**src/rtl/demux1_to_m_hs.sv**
```systemverilog
// demux1_to_m_hs
// Registered 1-to-M demultiplexer with valid/ready handshakes and a small
// FIFO per output channel. Back-pressure on one channel only stalls words
// addressed to that channel; the other channels keep flowing.
//
// Ports
//   clk        rising-edge clock
//   rst_n      asynchronous active-low reset
//   in_valid   input word valid
//   in_ready   input word accepted when in_valid & in_ready
//   in_data    input word (N bits)
//   in_sel     destination channel; values >= M are dropped
//   out_valid  bit k: channel k head word valid
//   out_ready  bit k: channel k consumer ready
//   out_data   channel k head word at [k*N +: N]
//   sel_err    one-cycle pulse after an invalid-select word was dropped
module demux1_to_m_hs #(
  parameter int N     = 10,
  parameter int M     = 2,
  parameter int DEPTH = 2,
  parameter int SELW  = $clog2(M)
) (
  input  logic              clk,
  input  logic              rst_n,
  input  logic              in_valid,
  output logic              in_ready,
  input  logic [N-1:0]      in_data,
  input  logic [SELW-1:0]   in_sel,
  output logic [M-1:0]      out_valid,
  input  logic [M-1:0]      out_ready,
  output logic [M*N-1:0]    out_data,
  output logic              sel_err
);

  localparam int CNTW = $clog2(DEPTH + 1);
  // A single-entry FIFO still needs a one-bit pointer to keep the code uniform.
  localparam int PTRW = (DEPTH > 1) ? $clog2(DEPTH) : 1;

  logic [N-1:0]    mem   [M][DEPTH];
  logic [CNTW-1:0] count [M];
  logic [PTRW-1:0] rptr  [M];
  logic [PTRW-1:0] wptr  [M];

  logic [M-1:0] sel_hit;
  logic         sel_ok;
  logic [M-1:0] push;
  logic [M-1:0] pop;

  // Pointers wrap explicitly so DEPTH need not be a power of two.
  function automatic logic [PTRW-1:0] ptr_inc(input logic [PTRW-1:0] p);
    return (p == PTRW'(DEPTH - 1)) ? '0 : p + 1'b1;
  endfunction

  // in_ready looks only at in_sel and registered counts, so there is no
  // path from out_ready or in_valid into it. Out-of-range selects always
  // match no channel and are accepted so they can be dropped.
  always_comb begin
    sel_hit  = '0;
    in_ready = 1'b1;
    for (int k = 0; k < M; k++) begin
      sel_hit[k] = (in_sel == SELW'(k));
      if (sel_hit[k] && (count[k] == CNTW'(DEPTH))) in_ready = 1'b0;
    end
    sel_ok = |sel_hit;
  end

  always_comb begin
    push     = '0;
    pop      = '0;
    out_data = '0;
    for (int k = 0; k < M; k++) begin
      out_valid[k]        = (count[k] != '0);
      pop[k]              = out_valid[k] & out_ready[k];
      push[k]             = in_valid & in_ready & sel_hit[k];
      out_data[k*N +: N]  = mem[k][rptr[k]];
    end
  end

  always_ff @(posedge clk or negedge rst_n) begin
    if (!rst_n) begin
      sel_err <= 1'b0;
      for (int k = 0; k < M; k++) begin
        count[k] <= '0;
        rptr[k]  <= '0;
        wptr[k]  <= '0;
        for (int d = 0; d < DEPTH; d++) mem[k][d] <= '0;
      end
    end else begin
      sel_err <= in_valid & in_ready & ~sel_ok;
      for (int k = 0; k < M; k++) begin
        if (push[k]) begin
          mem[k][wptr[k]] <= in_data;
          wptr[k]         <= ptr_inc(wptr[k]);
        end
        if (pop[k]) rptr[k] <= ptr_inc(rptr[k]);
        case ({push[k], pop[k]})
          2'b10:   count[k] <= count[k] + 1'b1;
          2'b01:   count[k] <= count[k] - 1'b1;
          default: count[k] <= count[k];
        endcase
      end
    end
  end

endmodule

```
**config.mk**
```make
export PLATFORM = sky130hd
export DESIGN_NAME = demux1_to_m_hs
export DESIGN_NICKNAME = d
export VERILOG_FILES = /design/src/rtl/demux1_to_m_hs.sv
export SDC_FILE = /design/constraint.sdc
export NUM_CORES = 1
export LEC_CHECK = 0
export CORE_UTILIZATION = 50
export CTS_CLUSTER_SIZE = 30
export DETAILED_ROUTE_END_ITERATION = 16
export DONT_BUFFER_PORTS = 1
export HOLD_SLACK_MARGIN = 0.12
export SYNTH_ARGS = -nofsm -noshare
export SYNTH_HDL_FRONTEND = slang
export SYNTH_SLANG_ARGS = --single-unit
```
**constraint.sdc**
```tcl
create_clock -name clk -period 2.61 [get_ports clk]
set_clock_uncertainty 0.2 [all_clocks]
set_input_delay 0.1305 -clock clk [delete_from_list [all_inputs] [get_ports clk]]
set_output_delay 0.1305 -clock clk [all_outputs]
set_load 0.01 [all_outputs]
```
### After elaboration in Yosys (flattened, before gate mapping)

Index checks and enable logic that the tools add are counted.

* $add $sub $neg: 8
* order comparisons: 6
* equal/unequal tests: 6
* muxes and demuxes: 20
* bitwise gates (word level): 10
* reductions and logical operators: 8

Operator list (count)
* $mux 10: 8
* $bwmux 20: 2
* $demux 10 s1: 2
* $eq 2x2->1 const B: 4
* $ge 2x2->1 const B: 4
* $not 1->2: 4
* $pmux 2 s2: 2
* $reduce_bool 2->1: 4
* $mux 1: 6
* $and 1x1->1: 5
* $add 1x1->1 const B: 4
* $add 2x1->2 const B: 2
* $eq 2x1->1 const B: 2
* $logic_and 1x1->1: 4
* $lt 2x1->1 const B: 2
* $sub 2x1->2 const B: 2
* $not 1->1: 1

* register bits after elaboration: 48
* output and inout bits: 24
* logic and storage cells: 68

### Logic depth before layout (Yosys ltp)

Gate-level depths: netlist of run 1.

* depth after elaboration: 8
* mapped depth: 6
* mapped depth without buffers: 6

### Least setup slack after synthesis of run 1

No wires, ideal clock.

* path kind: register to register
* start: register count[0] (netlist bit)
* end: register count[1] (netlist bit)
* library setup time: 79 ps
* arrival: 1499 ps
* data required time: 2331 ps
* path slack: 832 ps
* stages on the path, launching flop included: 6
* clock period less this slack: 1778 ps
* cells stage by stage: dfrtp_1 > or2_2 > and2_1 > ha_1 > nor2_1 > xor2_1

* elaborated cells between the ends (all ways): 13
* classes of those cells: add/sub (2); eq/ne (3); mux (2); bitwise (3); reduce/logical (3)

RTL lines
* start: declaration: RTL line 40 `logic [CNTW-1:0] count [M];`
* start signal: indexed assignment: RTL line 97 `2'b10: count[k] <= count[k] + 1'b1;`
* start signal: indexed assignment: RTL line 98 `2'b01: count[k] <= count[k] - 1'b1;`
* start signal: indexed assignment: RTL line 99 `default: count[k] <= count[k];`
* $reduce_bool 2->1 *: RTL line 72 `out_valid[k] = (count[k] != '0);`
* net out_valid[1]: RTL line 29 `output logic [M-1:0] out_valid,`
* $and 1x1->1 *: RTL line 73 `pop[k] = out_valid[k] & out_ready[k];`
* net pop[1]: RTL line 47 `logic [M-1:0] pop;`
* $eq 2x1->1 or $eq 2x2->1 (tied branches): RTL line 96 `case ({push[k], pop[k]})`
* $pmux 2 s2 or $reduce_bool 2->1 (tied branches)

Mark *: on every way through the listed nets, which the timed path passes. The rest lies on a longest branch.
A chain may end at the register's enable or synchronous reset.

### Final worst setup path of run 1

* start: input in_sel
* end: register mem[17] (netlist bit)

* cells in the longest elaborated chain, start to end: 6
* elaborated cells between the ends (all ways): 7
* classes of those cells: mux (2); bitwise (3); reduce/logical (2)

RTL lines
* start: declaration: RTL line 28 `input logic [SELW-1:0] in_sel,`
* $not 1->1: RTL line 61 `sel_hit[k] = (in_sel == SELW'(k));`
* $logic_and 1x1->1: RTL line 62 `if (sel_hit[k] && (count[k] == CNTW'(DEPTH))) in_ready = 1'b0;`
* $mux 1 (2 in series): RTL line 62
* $and 1x1->1
* $and 1x1->1 *: RTL line 74 `push[k] = in_valid & in_ready & sel_hit[k];`
* end signal: indexed assignment: RTL line 92 `mem[k][wptr[k]] <= in_data;`
* end: declaration: RTL line 39 `logic [N-1:0] mem [M][DEPTH];`

Every way passes the cells marked *; elsewhere a longest branch is shown, timed or not.

==> impl_metrics.env, run 1 <==
export IMPL_hold_viol=0
export IMPL_die_h_um=67.72
export IMPL_critPathLaunchType="primary input"
export IMPL_p_leak_nw=1.038
export IMPL_antenna_found_initial=0
export IMPL_grt_usage_pct=18.96
export IMPL_synth_cell_types=24
export IMPL_dp_hpwl_mm=2.492
export IMPL_maxSlewViolCount=0
export IMPL_n_fill_cell=340
export IMPL_core_mm2=0.004086
export IMPL_fp_dieW_um=67.72
export IMPL_cpPeakStageDelay_ns=0.59
export IMPL_cts_htree_levels=2
export IMPL_cts_root_buffer="clkbuf_8"
export IMPL_holdPathStages=2
export IMPL_synth_avg_cell_area_um2=14.89
export IMPL_place_congestion=0.6829
export IMPL_cp_data_required_time_ns=2.59
export IMPL_post_cts_buffers=0
export IMPL_period_needed_ns=2.203
export IMPL_timing_fmax_mhz=453.9
export IMPL_multi_input_area_um2=925.9
export IMPL_timing_slew_headroom_pct=53.72
export IMPL_cts_sinks=48
export IMPL_row_count=23
export IMPL_ys_ff_latch=48
export IMPL_critPathKind="primary input to register"
export IMPL_setup_tns_ns=0
export IMPL_maxCapViolations=0
export IMPL_crit_path_cell_trace="dlygate4sd3_1 -> nand2_1 -> dlygate4sd3_1 -> nor3_4 -> mux2_2"
export IMPL_postSynthCellCount=145
export IMPL_initial_core_util_pct=52.85
export IMPL_grt_pass1_wl_mm=6.037
export IMPL_cts_buffers=5
export IMPL_synth_nets=163
export IMPL_cts_buffer_depth=2
export IMPL_dieArea_mm2=0.004586
export IMPL_syn_area_mm2=0.002160
export IMPL_drc=0
export IMPL_ys_warn_count=0
export IMPL_utilization_pct=60.53
export IMPL_seqCellArea_mm2=0.001201
export IMPL_path_max_fanout=10
export IMPL_vias=1170
export IMPL_grt_pass1_vias=1232
export IMPL_via_per_inst=5.493
export IMPL_drt_iter0_markers=44
export IMPL_cts_tree="built"
export IMPL_cp_common_cell="dlygate4sd3_1"
export IMPL_finalSetupViolCount=0
export IMPL_wl_mm=3.862
export IMPL_r2r_cells=3
export IMPL_p_per_area_mw_per_mm2=1217
export IMPL_final_nets=181
export IMPL_syn_to_final_growth_pct=14.54
export IMPL_numPortBuffers=0
export IMPL_crit_arrival_ns=2.18
export IMPL_drive_gt1_share_pct=45.40
export IMPL_grt_max_degree=49
export IMPL_diodes=0
export IMPL_first_pass_iters=4
export IMPL_rsz0062_at_grt="no"
export IMPL_slowest_stage="dlygate4sd3_1"
export IMPL_post_drt_wl_per_cell_um=18.13
export IMPL_worstMarginPinSlew_ns=0.6906
export IMPL_ios=40
export IMPL_clkTransAtPathRegs_ns=0.08
export IMPL_min_path_type="primary input to register"
export IMPL_endpoint_kind="register"
export IMPL_status="completed"
export IMPL_seq_area_frac_synth_pct=55.62
export IMPL_ir_drop_uv=493.7
export IMPL_drtAntennaViolNets=0
export IMPL_clk_latency_ns=0.29
export IMPL_fin_crit_sh_pct=84.40
export IMPL_grt_overflow_total=0
-- synth_stat cells --
library cell / count / area, um^2
nor3_4: 1 / 16.27
or2_2: 2 / 12.51
clkbuf_1: 2 / 7.510
xnor2_1: 6 / 52.55
nand4_2: 1 / 12.51
nand4b_1: 1 / 8.760
buf_2: 1 / 5.000
nand2b_1: 1 / 6.260
buf_4: 2 / 15.01
and2_1: 2 / 12.51
dfrtp_1: 48 / 1201
nor2b_1: 1 / 6.260
nand2b_4: 1 / 13.76
nand3_1: 1 / 5.000
nor2_1: 3 / 11.26
a21oi_1: 1 / 5.000
nand2_1: 1 / 3.750
and4bb_2: 1 / 12.51
conb_1: 1 / 3.750
mux2_2: 60 / 675.7
clkbuf_2: 1 / 5.000
ha_1: 2 / 25.02
xor2_1: 4 / 35.03
nand3b_1: 1 / 7.510
-- layout make-up --
cell class,count,area share [%]
repair buffers,17,7.587
multi-input cells,91,37.43
well taps,50,2.529
clock buffers,7,3.895
flip-flops and latches,48,48.56
-- final timing paths --
check                          from  endpoint  slack, ns
setup / recovery             in_sel   mem[17]       0.41
setup reg to reg           count[2]   mem[28]       0.64
max in group asynchronous     rst_n    mem[2]       1.85
hold reg to reg             wptr[1]   wptr[1]       0.30
hold / removal               in_sel    mem[6]       0.13
min in group asynchronous     rst_n  count[3]       0.14
-- where the power goes --
group | leakage [nW] | switching [W] | internal, W
Clock | 0.0503 | 0.000221 | 0.000236
Combinational | 0.419 | 0.000491 | 0.000657
Sequential | 0.569 | 0.000279 | 0.00113
-- through the flow --
| step | cell area (um^2) | total power, W | cells | hold slack (ns) | setup WS (ns) |
|---|---|---|---|---|---|
| floorplan | 2160 | 0.002335 | 145 | -0.3651 | 0.8319 |
| global placement | 2190 | 0.002477 | 189 | -0.3642 | 0.6696 |
| detailed placement | 2190 | 0.002542 | 189 | -0.3642 | 0.6215 |
| CTS | 2474 | 0.003062 | 213 | 0.1267 | 0.3954 |
| global route | 2474 | 0.003221 | 213 | 0.1452 | 0.3042 |
| finish | 2474 | 0.003010 | 213 | 0.1258 | 0.4071 |
-- state kept, by name, summed over array words and instances, names as in the netlist --
signal  count
count       4
mem        40
rptr        2
wptr        2
-- layer usage --
metal	part of all wire (%)	track usage [%]	routed length, um	vias to the layer above
li1	-	-	-	546
met1	44	21.99	1701	596
met2	50	32.43	1926	26
met3	5.5	6.419	211	2
met4	0.60	6.383	23	0
met5	0	0	0	-
-- timing repair --
action                    4_1_cts  5_1_grt
hold buffers                   17        0
gates resized for setup         0        0
hold endpoints to repair       95        0
-- cell families after synthesis --
kind of cell,share of synthesized area [%]
multiplexers,31.29
flip-flops,55.62
AND/OR/NAND/NOR,5.967
XOR/XNOR,4.055
buffers and inverters,1.506
adder cells (fa/ha/maj),1.159
other,0.1736
AO/OA/AOI/OAI,0.2315
-- layout by cell type, fill, tap and decap left out, drive strengths merged --
master,n
or2,2
nand4b,1
xor2,4
nand4,1
nand2b,2
and2,2
dfrtp,48
nand2,1
nor3,1
conb,1
ha,2
nand3,1
buf,1
nand3b,1
mux2,60
dlygate4sd3,16
nor2b,1
nor2,3
a21oi,1
xnor2,6
and4bb,1
clkbuf,7
-- critical path, delay by kind of cell --
family,cells,cell delay (ns)
buffers and inverters,2,1.16
muxes,1,0.40
and+or+nand+nor,2,0.48
No activity file was read; power rests on OpenSTA's default activity.
==> run 2, diff against run 1 <==
--- a/config.mk
+++ b/config.mk
@@ -5,11 +5,13 @@
 export SDC_FILE = /design/constraint.sdc
 export NUM_CORES = 1
 export LEC_CHECK = 0
+export ABC_AREA = 1
 export CORE_UTILIZATION = 50
 export CTS_CLUSTER_SIZE = 30
 export DETAILED_ROUTE_END_ITERATION = 16
 export DONT_BUFFER_PORTS = 1
 export HOLD_SLACK_MARGIN = 0.12
+export PLACE_DENSITY = 0.68
 export SYNTH_ARGS = -nofsm -noshare
 export SYNTH_HDL_FRONTEND = slang
 export SYNTH_SLANG_ARGS = --single-unit
==> constraint.sdc (replaced) <==
create_clock -name clk -period 2 [get_ports clk]
set_clock_uncertainty 0.2 [all_clocks]
set_input_delay 0.1 -clock clk [delete_from_list [all_inputs] [get_ports clk]]
set_output_delay 0.1 -clock clk [all_outputs]
set_load 0.01 [all_outputs]
==> impl_metrics.env, run 2 <==
export IMPL_slowest_stage="dfrtp_1"
export IMPL_largest_reg_flops=40
export IMPL_drive_gt1_share_pct=7.167
export IMPL_use_met2_pct=32.91
export IMPL_seqPwrFrac_pct=44.9
export IMPL_ys_warn_count=0
export IMPL_cp_data_required_time_ns=1.98
export IMPL_cts_resized=0
export IMPL_antenna_found_initial=0
export IMPL_synth_flop_cell="dfrtp_1"
export IMPL_final_nets=313
export IMPL_clkPwrFrac_pct=13.6
export IMPL_globalRouteMet3Util_pct=4.843
export IMPL_p_leak_nw=1.283
export IMPL_cts_tree="built"
export IMPL_fp_dieW_um=70.85
export IMPL_period_needed_ns=1.816
export IMPL_clk_latency_ns=0.29
export IMPL_most_common_layout_cells="nand2_1, dfrtp_1, inv_1"
export IMPL_ir_drop_uv=587.2
export IMPL_synth_cell_types=24
export IMPL_grt_pass1_wl_mm=8.383
export IMPL_hold_buffers=16
export IMPL_timing_slew_headroom_pct=58.44
export IMPL_crit_path_cell_trace="or2_2 -> nand2_1 -> inv_1 -> ha_1 -> a21oi_1 -> o21ai_0 -> xor2_1"
export IMPL_p_per_area_mw_per_mm2=1473
export IMPL_grt_max_degree=49
export IMPL_fin_crit_sh_pct=90.80
export IMPL_largest_register="mem"
export IMPL_maxSlewViolCount=0
export IMPL_cts_root_buffer="clkbuf_8"
export IMPL_swShare_pct=41.55
export IMPL_async_reset_ff_share_pct=100.0
export IMPL_synth_top_cells_by_count="nand2_1, dfrtp_1, inv_1"
export IMPL_grt_pass1_vias=1748
export IMPL_cts_buffer_depth=2
export IMPL_via_per_inst=5.070
export IMPL_path_max_fanout=2
export IMPL_die_h_um=70.85
export IMPL_synth_top_area_share_pct=50.69
export IMPL_worstMarginPinSlew_ns=0.6234
export IMPL_critPathKind="register to register"
export IMPL_seq_area_frac_synth_pct=50.69
export IMPL_finalPower_w=0.003876
export IMPL_drtAntennaViolNets=0
export IMPL_cts_buffers=5
export IMPL_synth_nets=297
export IMPL_use_met1_pct=30.31
export IMPL_syn_area_mm2=0.002370
export IMPL_cpPeakStageDelay_ns=0.38
export IMPL_clkTransAtPathRegs_ns=0.08
export IMPL_numPortBuffers=0
export IMPL_dp_hpwl_mm=2.932
export IMPL_dieArea_mm2=0.005019
export IMPL_grt_overflow_total=0
export IMPL_row_count=24
export IMPL_vias=1749
export IMPL_diodes=0
export IMPL_drc=0
export IMPL_pwr_share_comb_pct=41.5
export IMPL_internal_power_w=0.002265
export IMPL_min_path_type="primary input to asynchronous set/reset pin"
export IMPL_setup_tns_ns=0
export IMPL_hold_viol=0
export IMPL_cts_sinks=48
export IMPL_place_congestion=0.7155
export IMPL_reg_largest_list="mem: 40 flops, count: 4 flops"
export IMPL_r2r_cells=7
export IMPL_synth_area_leaders="dfrtp_1, nand2_1, o21ai_0"
export IMPL_utilization_pct=59.21
export IMPL_cts_htree_levels=2
export IMPL_ios=40
export IMPL_ys_ff_latch=48
export IMPL_mostFrequentLayoutCell="nand2_1"
export IMPL_post_cts_buffers=0
export IMPL_rsz0062_at_grt="no"
export IMPL_crit_arrival_ns=1.79
export IMPL_yosysMostFrequentCell="nand2_1"
export IMPL_synth_area_leader_cell="dfrtp_1"
export IMPL_postSynthCellCount=279
export IMPL_grt_busiest_layer="met2"
export IMPL_finalSetupViolCount=0
export IMPL_first_pass_iters=10
export IMPL_synth_avg_cell_area_um2=8.494
export IMPL_wl_mm=4.684
export IMPL_post_drt_wl_per_cell_um=13.58
export IMPL_critPathLaunchType="register"
export IMPL_status="completed"
export IMPL_timing_fmax_mhz=550.6
export IMPL_endpoint_kind="register"
export IMPL_drt_iter0_markers=127
export IMPL_maxCapViolations=0
export IMPL_core_mm2=0.004444
export IMPL_grt_usage_pct=21.38
export IMPL_initial_core_util_pct=53.32
export IMPL_synth_edff_count=0
export IMPL_syn_to_final_growth_pct=11.03
export IMPL_switching_power_w=0.001611
==> run 2: final cells by class <==
type                    count  area [um^2]
flip-flops and latches     48         1201
fillers                   414         1813
clock buffers               5        68.82
inverters                  39        146.4
repair buffers             22        222.7
multi-input cells         179        927.1
well taps                  52        65.06
==> run 2: through the flow <==
step / area [um^2] / hold slack (ns) / setup WS [ns] / std cells
2_1_floorplan: 2370 / -0.3956 / 0.1387 / 279
3_3_place_gp: 2385 / -0.3937 / 0.2464 / 324
3_5_place_dp: 2385 / -0.3938 / 0.1825 / 324
4_1_cts: 2631 / 0.1291 / 0.1748 / 345
5_1_grt: 2631 / 0.1359 / 0.08251 / 345
6_report: 2631 / 0.1107 / 0.1839 / 345
==> run 2: path summary, 6_finish.rpt <==
path                               start  endpoint  slack [ns]
worst max-delay path            count[3]  count[3]        0.18
worst min-delay path               rst_n   mem[10]        0.11
worst max register to register  count[3]  count[3]        0.18
worst min register to register    mem[1]    mem[1]        0.30
max in group asynchronous          rst_n    mem[8]        1.27
min in group clk                  mem[1]    mem[1]        0.30
==> run 2: routing by layer <==
layer	vias to the layer above	routed length, um
li1	888	-
met1	824	2330
met2	33	2109
met3	4	220
met4	0	23
met5	-	0
==> run 2: power groups by stage <==
stage          logic [W]  clock network, W  registers, W
2_1_floorplan    0.00138                 0       0.00164
3_3_place_gp     0.00152                 0       0.00175
3_5_place_dp     0.00155                 0       0.00176
4_1_cts          0.00163          0.000547       0.00174
5_1_grt          0.00187          0.000579       0.00181
6_report         0.00161          0.000525       0.00174
==> run 2: worst max-delay path, delay by kind of cell (launching register included) <==
family	cells	cell delay, ns
AOI/OAI and AO/OA	2	0.22
buffers and inverters	1	0.05
adders and majority gates	1	0.29
DFF	1	0.38
and+or+nand+nor	2	0.39
xor gates and xnor gates	1	0.15
==> run 2: cells by family after synthesis <==
kind of cell / after synthesis / share of synthesized area, %
AOI/OAI and AO/OA: 66 / 16.74
xor gates and xnor gates: 8 / 2.956
adders and majority gates: 2 / 1.056
buffers and inverters: 52 / 10.19
DFF: 48 / 50.69
other: 1 / 0.1582
and+or+nand+nor: 102 / 18.22
==> run 3, diff against run 2 <==
--- a/config.mk
+++ b/config.mk
@@ -5,7 +5,6 @@
 export SDC_FILE = /design/constraint.sdc
 export NUM_CORES = 1
 export LEC_CHECK = 0
-export ABC_AREA = 1
 export CORE_UTILIZATION = 50
 export CTS_CLUSTER_SIZE = 30
 export DETAILED_ROUTE_END_ITERATION = 16
==> constraint.sdc (replaced) <==
create_clock -name clk -period 1.65 [get_ports clk]
set_clock_uncertainty 0.2 [all_clocks]
set_input_delay 0.0825 -clock clk [delete_from_list [all_inputs] [get_ports clk]]
set_output_delay 0.0825 -clock clk [all_outputs]
set_load 0.01 [all_outputs]
==> impl_metrics.env, run 3 (synthesis gave the netlist of run 1 again) <==
export IMPL_min_path_type="primary input to register"
export IMPL_most_common_layout_cells="mux2_2, dfrtp_1, dlygate4sd3_1"
export IMPL_rsz0062_at_grt="yes"
export IMPL_final_nets=191
export IMPL_reg_largest_list="mem: 40 flops, count: 4 flops"
export IMPL_cp_data_required_time_ns=1.68
export IMPL_critPathKind="register to register"
export IMPL_endpoint_kind="register"
export IMPL_hold_worst_slack_ns=-0.08584
export IMPL_finalSetupViolCount=1
export IMPL_ios=40
export IMPL_critPathLaunchType="register"
export IMPL_hold_buffers=16
export IMPL_crit_path_cell_trace="or2_4 -> and2_4 -> ha_4 -> xnor2_2 -> nor2_1 -> xor2_1"
export IMPL_numPortBuffers=0
export IMPL_die_h_um=67.72
export IMPL_wl_mm=4.100
export IMPL_r2r_slack_ns=-0.006
export IMPL_timing_fmax_mhz=603.9
export IMPL_fin_crit_sh_pct=100.4
export IMPL_hold_viol=2
export IMPL_cts_sinks=48
export IMPL_drive_gt1_share_pct=54.02
export IMPL_period_needed_ns=1.656
export IMPL_mostFrequentLayoutCell="mux2_2"
export IMPL_seqCellArea_mm2=0.001204
export IMPL_largest_reg_flops=40
export IMPL_setup_tns_ns=-0.006023
export IMPL_diodes=0
export IMPL_first_pass_iters=4
export IMPL_drc=0
export IMPL_n_fill_cell=308
export IMPL_initial_core_util_pct=52.85
export IMPL_grt_usage_pct=20.02
export IMPL_cts_buffers=5
export IMPL_clkTransAtPathRegs_ns=0.08
export IMPL_p_per_area_mw_per_mm2=1965
export IMPL_r2r_start="count[3]"
export IMPL_crit_arrival_ns=1.68
export IMPL_r2r_end="count[3]"
export IMPL_dp_slack_ns=-0.01665
export IMPL_setup_ws_ns=-0.006023
export IMPL_clk_latency_ns=0.30
export IMPL_path_max_fanout=3
export IMPL_r2r_cells=6
export IMPL_via_per_inst=5.446
export IMPL_ir_drop_uv=1122
export IMPL_dieArea_mm2=0.004586
export IMPL_core_mm2=0.004086
export IMPL_syn_to_final_growth_pct=22.89
export IMPL_slowest_stage="dfrtp_1"
export IMPL_place_congestion=0.7264
export IMPL_dp_hpwl_mm=2.545
export IMPL_crit_cells=6
export IMPL_grt_pass1_wl_mm=6.444
export IMPL_utilization_pct=64.94
export IMPL_critical_path_top_delay_family="simple AND/OR/NAND/NOR gates"
export IMPL_cts_buffer_depth=2
export IMPL_cp_buffers_inverters=0
export IMPL_drt_iter0_markers=45
export IMPL_maxSlewViolCount=0
export IMPL_grt_pass1_vias=1302
export IMPL_vias=1220
export IMPL_largest_register="mem"
export IMPL_cts_tree="built"
export IMPL_p_leak_nw=1.131
export IMPL_violations="negative hold slack, negative setup slack"
export IMPL_fp_dieW_um=67.72
export IMPL_multi_input_area_um2=975.9
export IMPL_grt_overflow_total=0
export IMPL_row_count=23
export IMPL_maxCapViolations=0
export IMPL_setup_worst_path_end="count[3]"
export IMPL_cpPeakStageDelay_ns=0.44
export IMPL_crit_start="count[3]"
export IMPL_cts_htree_levels=2
export IMPL_antenna_found_initial=0
export IMPL_status="finished, violations left"
export IMPL_post_drt_wl_per_cell_um=18.30
export IMPL_drtAntennaViolNets=0
export IMPL_cts_root_buffer="clkbuf_8"
export IMPL_grt_max_degree=49
## run 3: cell count changes in the layout (fill, tap and decap cells not counted), moves of 3 or more
cell	before	now
nand2_1	94	1
mux2_2	0	60
inv_1	38	0
o21ai_0	33	0
o21bai_1	20	0
o21ai_1	10	0
nor2_4	4	0
buf_12	0	3
## run 3: report_power, final
group	internal, W	total (W)	switching, W
logic	0.00128	0.00214	0.000868
registers	0.00179	0.00223	0.000441
clock network	0.000448	0.000842	0.000394
total	0.00351	0.00521	0.00170
## run 3: routing by layer
layer  vias up  GRT usage [%]  part of all wire [%]  wire length, um
met3         8          5.236                   5.3              216
li1        566              -                     -                -
met2        27          34.53                    51             2099
met5         -              0                     0                0
met1       619          23.11                    42             1716
met4         0          8.777                   1.6               67
## run 3: how the worst min path moves through the flow
stage,start,to,cells past startpoint
finish,out_ready[0],rptr[1],3
global route,out_ready[0],rptr[1],3
CTS,out_ready[0],rptr[1],3
detailed placement,rst_n,mem[32],0
global placement,rst_n,mem[22],0
floorplan,rst_n,count[0],0
## run 3: area by class of cell
class | count | area share (%)
flip-flops and latches | 48 | 45.36
multi-input cells | 91 | 36.78
repair buffers | 27 | 11.32
clock buffers | 5 | 2.593
well taps | 50 | 2.357
clock inverters | 3 | 1.603
## run 3: through the flow
stage / power (W) / std cells / cell area [um^2]
3_3_place_gp: 0.004114 / 196 / 2305
5_1_grt: 0.005555 / 224 / 2654
4_1_cts: 0.005240 / 224 / 2644
3_5_place_dp: 0.004212 / 196 / 2305
2_1_floorplan: 0.003743 / 145 / 2185
6_report: 0.005213 / 224 / 2654
## run 3: timing repair
| item | 4_1_cts | 5_1_grt |
|---|---|---|
| resized for setup | 4 | 2 |
| setup buffers | 4 | 0 |
| endpoints found under the hold margin | 97 | 3 |
| pin swaps | 7 | 1 |
| setup endpoints to repair | 24 | 22 |
## run 3: worst min-delay path, stage by stage
cell and delay, ns:
and2_4 0.14, buf_4 0.10, xor2_1 0.05
